**src/rtl/rom_arbiter_if.sv**
```systemverilog
// Requester-side and ROM-side signals of rom_arbiter, bundled with
// modports for the arbiter (slave) and its environment (master).
interface rom_arbiter_if #(
  parameter int unsigned ADDR_W = 8,
  parameter int unsigned DATA_W = 8
);
  logic              req0;
  logic [ADDR_W-1:0] addr0;
  logic              gnt0;
  logic              rvalid0;
  logic [DATA_W-1:0] rdata0;

  logic              req1;
  logic [ADDR_W-1:0] addr1;
  logic              gnt1;
  logic              rvalid1;
  logic [DATA_W-1:0] rdata1;

  logic              rom_rden;
  logic [ADDR_W-1:0] rom_addr;
  logic [DATA_W-1:0] rom_q;

  modport master (
    output req0, addr0, req1, addr1, rom_q,
    input  gnt0, rvalid0, rdata0, gnt1, rvalid1, rdata1, rom_rden, rom_addr
  );

  modport slave (
    input  req0, addr0, req1, addr1, rom_q,
    output gnt0, rvalid0, rdata0, gnt1, rvalid1, rdata1, rom_rden, rom_addr
  );
endinterface

```
**src/rtl/rom_arbiter.sv**
```systemverilog
// Round-robin arbiter sharing one registered single-port ROM between two
// read requesters; each read's data is routed back by a tag pipeline.
module rom_arbiter #(
  parameter int unsigned ADDR_W = 8,
  parameter int unsigned DATA_W = 8,
  parameter int unsigned RD_LAT = 2
) (
  input logic          i_sys_clk,
  input logic          i_sys_rst,
  rom_arbiter_if.slave bus
);

  logic w_elig0, w_elig1;
  logic w_win0, w_win1;
  logic w_resp0, w_resp1;

  logic              r_gnt0, r_gnt1;
  logic              r_rden;
  logic              r_last;
  logic [ADDR_W-1:0] r_addr;
  logic [RD_LAT:0]   r_tag_v;
  logic [RD_LAT:0]   r_tag_id;
  logic              r_rvalid0, r_rvalid1;
  logic [DATA_W-1:0] r_rdata0, r_rdata1;

  always_comb begin
    // A request still high during its own grant cycle is the old one.
    w_elig0 = bus.req0 & ~r_gnt0;
    w_elig1 = bus.req1 & ~r_gnt1;
    w_win0  = w_elig0 & (~w_elig1 | r_last);
    w_win1  = w_elig1 & (~w_elig0 | ~r_last);
    // The last tag stage lines up with the cycle rom_q is valid.
    w_resp0 = r_tag_v[RD_LAT] & ~r_tag_id[RD_LAT];
    w_resp1 = r_tag_v[RD_LAT] & r_tag_id[RD_LAT];
  end

  always_ff @(posedge i_sys_clk) begin
    if (i_sys_rst) begin
      r_gnt0    <= 1'b0;
      r_gnt1    <= 1'b0;
      r_rden    <= 1'b0;
      r_last    <= 1'b1;
      r_addr    <= '0;
      r_tag_v   <= '0;
      r_tag_id  <= '0;
      r_rvalid0 <= 1'b0;
      r_rvalid1 <= 1'b0;
      r_rdata0  <= '0;
      r_rdata1  <= '0;
    end else begin
      r_gnt0   <= w_win0;
      r_gnt1   <= w_win1;
      r_rden   <= w_win0 | w_win1;
      if (w_win0 | w_win1) begin
        r_addr <= w_win0 ? bus.addr0 : bus.addr1;
        r_last <= w_win1;
      end
      r_tag_v   <= {r_tag_v[RD_LAT-1:0], w_win0 | w_win1};
      r_tag_id  <= {r_tag_id[RD_LAT-1:0], w_win1};
      r_rvalid0 <= w_resp0;
      r_rvalid1 <= w_resp1;
      if (w_resp0) r_rdata0 <= bus.rom_q;
      if (w_resp1) r_rdata1 <= bus.rom_q;
    end
  end

  assign bus.gnt0     = r_gnt0;
  assign bus.gnt1     = r_gnt1;
  assign bus.rom_rden = r_rden;
  assign bus.rom_addr = r_addr;
  assign bus.rvalid0  = r_rvalid0;
  assign bus.rvalid1  = r_rvalid1;
  assign bus.rdata0   = r_rdata0;
  assign bus.rdata1   = r_rdata1;

endmodule

```
**src/flat_wrapper.sv**
```systemverilog
// flat-port wrapper written by rule: the top's interface ports become plain ports
module rom_arbiter_flat 
#(
  parameter int unsigned ADDR_W = 8,
  parameter int unsigned DATA_W = 8,
  parameter int unsigned RD_LAT = 2
)
  (i_sys_clk, i_sys_rst, bus_req0, bus_addr0, bus_req1, bus_addr1, bus_rom_q, bus_gnt0, bus_rvalid0, bus_rdata0, bus_gnt1, bus_rvalid1, bus_rdata1, bus_rom_rden, bus_rom_addr);
  rom_arbiter_if #(.ADDR_W(ADDR_W), .DATA_W(DATA_W)) bus_i ();
  input logic i_sys_clk;
  input logic i_sys_rst;
  input wire logic [$bits(bus_i.req0)-1:0] bus_req0;
  input wire logic [$bits(bus_i.addr0)-1:0] bus_addr0;
  input wire logic [$bits(bus_i.req1)-1:0] bus_req1;
  input wire logic [$bits(bus_i.addr1)-1:0] bus_addr1;
  input wire logic [$bits(bus_i.rom_q)-1:0] bus_rom_q;
  output wire logic [$bits(bus_i.gnt0)-1:0] bus_gnt0;
  output wire logic [$bits(bus_i.rvalid0)-1:0] bus_rvalid0;
  output wire logic [$bits(bus_i.rdata0)-1:0] bus_rdata0;
  output wire logic [$bits(bus_i.gnt1)-1:0] bus_gnt1;
  output wire logic [$bits(bus_i.rvalid1)-1:0] bus_rvalid1;
  output wire logic [$bits(bus_i.rdata1)-1:0] bus_rdata1;
  output wire logic [$bits(bus_i.rom_rden)-1:0] bus_rom_rden;
  output wire logic [$bits(bus_i.rom_addr)-1:0] bus_rom_addr;
  assign bus_i.req0 = bus_req0;
  assign bus_i.addr0 = bus_addr0;
  assign bus_i.req1 = bus_req1;
  assign bus_i.addr1 = bus_addr1;
  assign bus_i.rom_q = bus_rom_q;
  assign bus_gnt0 = bus_i.gnt0;
  assign bus_rvalid0 = bus_i.rvalid0;
  assign bus_rdata0 = bus_i.rdata0;
  assign bus_gnt1 = bus_i.gnt1;
  assign bus_rvalid1 = bus_i.rvalid1;
  assign bus_rdata1 = bus_i.rdata1;
  assign bus_rom_rden = bus_i.rom_rden;
  assign bus_rom_addr = bus_i.rom_addr;
  rom_arbiter #(.ADDR_W(ADDR_W), .DATA_W(DATA_W), .RD_LAT(RD_LAT)) u_core (.i_sys_clk(i_sys_clk), .i_sys_rst(i_sys_rst), .bus(bus_i));
endmodule
```
**config.mk**
```make
export PLATFORM = sky130hd
export DESIGN_NAME = rom_arbiter_flat
export DESIGN_NICKNAME = d
export VERILOG_FILES = /design/src/rtl/rom_arbiter_if.sv /design/src/rtl/rom_arbiter.sv /design/src/flat_wrapper.sv
export SDC_FILE = /design/constraint.sdc
export NUM_CORES = 1
export LEC_CHECK = 0
export ABC_CLOCK_PERIOD_IN_PS = 1300
export CORE_UTILIZATION = 43
export DETAILED_ROUTE_END_ITERATION = 6
export GPL_TIMING_DRIVEN = 1
export MAX_ROUTING_LAYER = met4
export PLACE_DENSITY_LB_ADDON = 0.2
export SYNTH_ARGS = -nofsm -noshare
export SYNTH_HDL_FRONTEND = slang
export SYNTH_SLANG_ARGS = --single-unit
export TNS_END_PERCENT = 5
```
**constraint.sdc**
```tcl
create_clock -name i_sys_clk -period 1.3 [get_ports i_sys_clk]
set_input_delay 0.325 -clock i_sys_clk [delete_from_list [all_inputs] [get_ports i_sys_clk]]
set_output_delay 0.325 -clock i_sys_clk [all_outputs]
set_load 0.05 [all_outputs]
```
* Yosys cells after proc, flatten, opt, wreduce, memory -nomap -nowiden
Index checks and enable logic that the tools add are counted.
Word-level totals: register bits 36, output and inout port bits 29, logic and storage cells 27, input port bits 28
Cells by class: bitwise operators 15, muxes and demuxes 1
Operators with widths (count):
- two-way mux 8 bit | 1
- AND 1 bit | 6
- NOT 1 bit | 6
- OR 1 bit | 3

* Longest topological paths before layout
depth in word-level cells 6, gate-level depth with buffers 5

* Worst setup path before layout
OpenSTA, ideal clock, no wires.
kind register to register, from register u_core.r_tag_id[0] (netlist name), to register u_core.r_addr[0], in the netlist u_core.bus.rom_addr[0], library setup time 122 ps, arrival time 1402 ps, cell stages (with the launch flop) 5, slack -223 ps, required time 1178 ps, buffers on the path 1, cells stage by stage dfxtp_1 nand2b_4 buf_2 a21oi_1 a221o_1
RTL lines:
- to (signal assigned) | RTL line rom_arbiter.sv:55 | r_addr <= w_win0 ? bus.addr0 : bus.addr1;
- to (decl) | RTL line rom_arbiter.sv:20 | logic [ADDR_W-1:0] r_addr;

==> metrics.yaml <==
area_growth_pct: 76.9
cp.arrival_ns: 0.97
synth-edff-count: 0
yosys-top-cells-area: "dfxtp_1 (47%), a21oi_1 (8.7%), a2111oi_2 (8.3%)"
grt_max_degree: 21
slowest_delay_ns: 0.36
first_iter_violations: 36
end_kind: "primary output"
avgSynthCellArea_um2: 9.38
start_util_pct: 46.2
p_leak_nw: 0.957
antenna_found_initial: 0
drv_cap: 0
power.density_nw_per_um2: 922
tritoncts: "yes"
period_share_pct: 99.4
synth_commonest_cells: "dfxtp_1 (34), a21oi_1 (25), nand2_1 (25), nand2b_1 (10)"
status: "finished clean"
dp_hpwl_um: 2960
muxShareOfSynthArea_pct: 0
vdd_drop_max_mv: 0.783
relSlewSlack_pct: 70.0
finalCriticalPeriod_ns: 1.29
synth_top_family_by_area: "compound AO/OA/AOI/OAI gates"
nFillCells: 187
synth-simple-area-share_pct: 20.3
drc: 0
antennaDiodeCount: 0
synth_compound_area_share_pct: 24.7
worst_slew_pin_slew_ns: 0.449
yosys.area_share.adder_pct: 0
syn_nets: 182
post_drt_wl_per_cell_um: 14.8
grt.overflow.total: 0
crit_chain: "buf_4 > buf_12"
die_area_um2: 3590
dr.pass1.iters: 4
fp-row-count: 20
yosysTopAreaCellShare_pct: 47.1
ys_ff_latch: 34
skew_ns: 0.00644
synth-xor-area-share_pct: 0
setup_viol_count_final: 0
rsz0062_at_grt: "true"
critPathBufInv: 2
ant_nets: 0
ys_seq_area_share_pct: 47.1
cts_inserted_buffers: 5
io_pins: 57
gp_congestion: 0.776
synth_ff_type: "dfxtp_1"
yosysMostFrequentCell: "dfxtp_1"
grt_usage_pct: 26.6
place_area_um2: 2420
clock_latency_ns: 0.34
grt_pass1_vias: 1408
core-area_um2: 3130
routed_wl_um: 3910
nets: 249
power_mw: 2.36
fp.dieH_um: 59.9
hold_viol_final: 0
netlist_instances: 154
max_freq_mhz: 774
cp.required_ns: 0.98
die_w_um: 59.9
htree_levels: 2
async_flop_share_pct: 0
clock_path_buffers: 2
portBuffers: 56
critical_path_class: "reg -> out"
design_area_um2: 2550
netlist_area_um2: 1440
yosysUniqueCellTypes: 23
start_kind: "flip-flop"
hold_path_class: "reg -> reg"
finalMaxSlewViolations: 0
path_clk_slew_ns: 0.10
crit_slowest_cell: "dfxtp_4"
cts_root_buffer: "clkbuf_4"
drive_above_1_share_pct: 31.4
ys_warn_count: 0
synth_top_cell_by_area: "dfxtp_1"
vias: 1393
path_max_fanout: 3
tns_ns: 0
cts.sinks: 34
grt_pass1_wl_um: 6640
crit_family: "flip-flops"
vias_per_cell: 5.28
hold-worst-slack_ns: 0.450
-- power by group --
group,total (mW),switching [mW],internal [mW],leakage [nW]
logic,0.632,0.300,0.332,0.649
registers,1.15,0.0639,1.09,0.278
clock network,0.574,0.331,0.243,0.0302
total,2.36,0.695,1.66,0.957
-- state kept, by name (all words and copies together), names as in the netlist --
| register | flops |
|---|---|
| u_core.bus.rdata0 | 8 |
| u_core.bus.rdata1 | 8 |
| u_core.bus.rom_addr | 8 |
| u_core.r_tag_id | 3 |
| u_core.r_tag_v | 3 |
| u_core.bus.gnt0 | 1 |
| u_core.bus.rvalid0 | 1 |
| u_core.bus.rvalid1 | 1 |
| u_core.r_last | 1 |
-- layer usage --
metal	GRT usage (%)	up-vias	part of all wire (%)
met3	7.58	7	3.9
met1	29.8	672	39
met4	10.6	0	1.9
met2	44.3	45	55
li1	-	669	-
met5	-	-	0
-- final timing paths --
| kind | from | end | slack (ns) | cells after the start |
|---|---|---|---|---|
| worst max-delay path | u_core.r_tag_id[0] | bus_gnt1 | 0.008 | 2 |
| worst min-delay path | u_core.r_tag_id[1] | u_core.r_tag_id[2] | 0.45 | 1 |
| worst max register to register | u_core.r_tag_id[0] | u_core.bus.rom_addr[5] | 0.05 | 3 |
| worst min register to register | u_core.r_tag_id[1] | u_core.r_tag_id[2] | 0.45 | 1 |
-- layout by cell type (no fill, tap or decap), types with 3 or more instances in the layout --
cell and n:
dfxtp_1 31, a221o_1 8, buf_4 14, a21oi_1 25, inv_1 8, a2111oi_2 3
nand2b_1 9, nand3_1 8, clkdlybuf4s50_1 25, clkbuf_4 5, nor2b_1 4, nor2_1 3
nand2_1 25, buf_12 32, a2111oi_4 5
-- cell type report --
type	instances	area, µm²	share of cell area, %
clock buffers	6	51.3	2.01
inverters	8	30.0	1.18
multi-input cells	99	714	28.0
flip-flops and latches	34	689	27.0
well taps	44	55.1	2.16
repair buffers	73	1010	39.7
-- what timing repair did --
| item | 4_1_cts | 5_1_grt |
|---|---|---|
| buffers inserted | 1 | 2 |
| resized for setup | 7 | 2 |
| pin swaps | 0 | 1 |
| endpoints found under the setup margin | 8 | 8 |
| cloned | 0 | 0 |
| hold buffers | 0 | 0 |
-- per-stage QoR --
step	cells	worst slack, ns	utilization, %
final	264	0.00831	81.6
after CTS	263	0.00722	80.6
after global placement	256	-0.335	77.5
after detailed placement	256	-0.410	77.5
after floorplan	154	0.00705	-
after global routing	264	-0.0307	81.6
-- logic make-up after synthesis --
logic type / after synthesis
flip-flops: 34
AO/OA/AOI/OAI: 44
buffers and inverters: 21
AND/OR/NAND/NOR: 55
No activity file was read; power rests on OpenSTA's default activity.
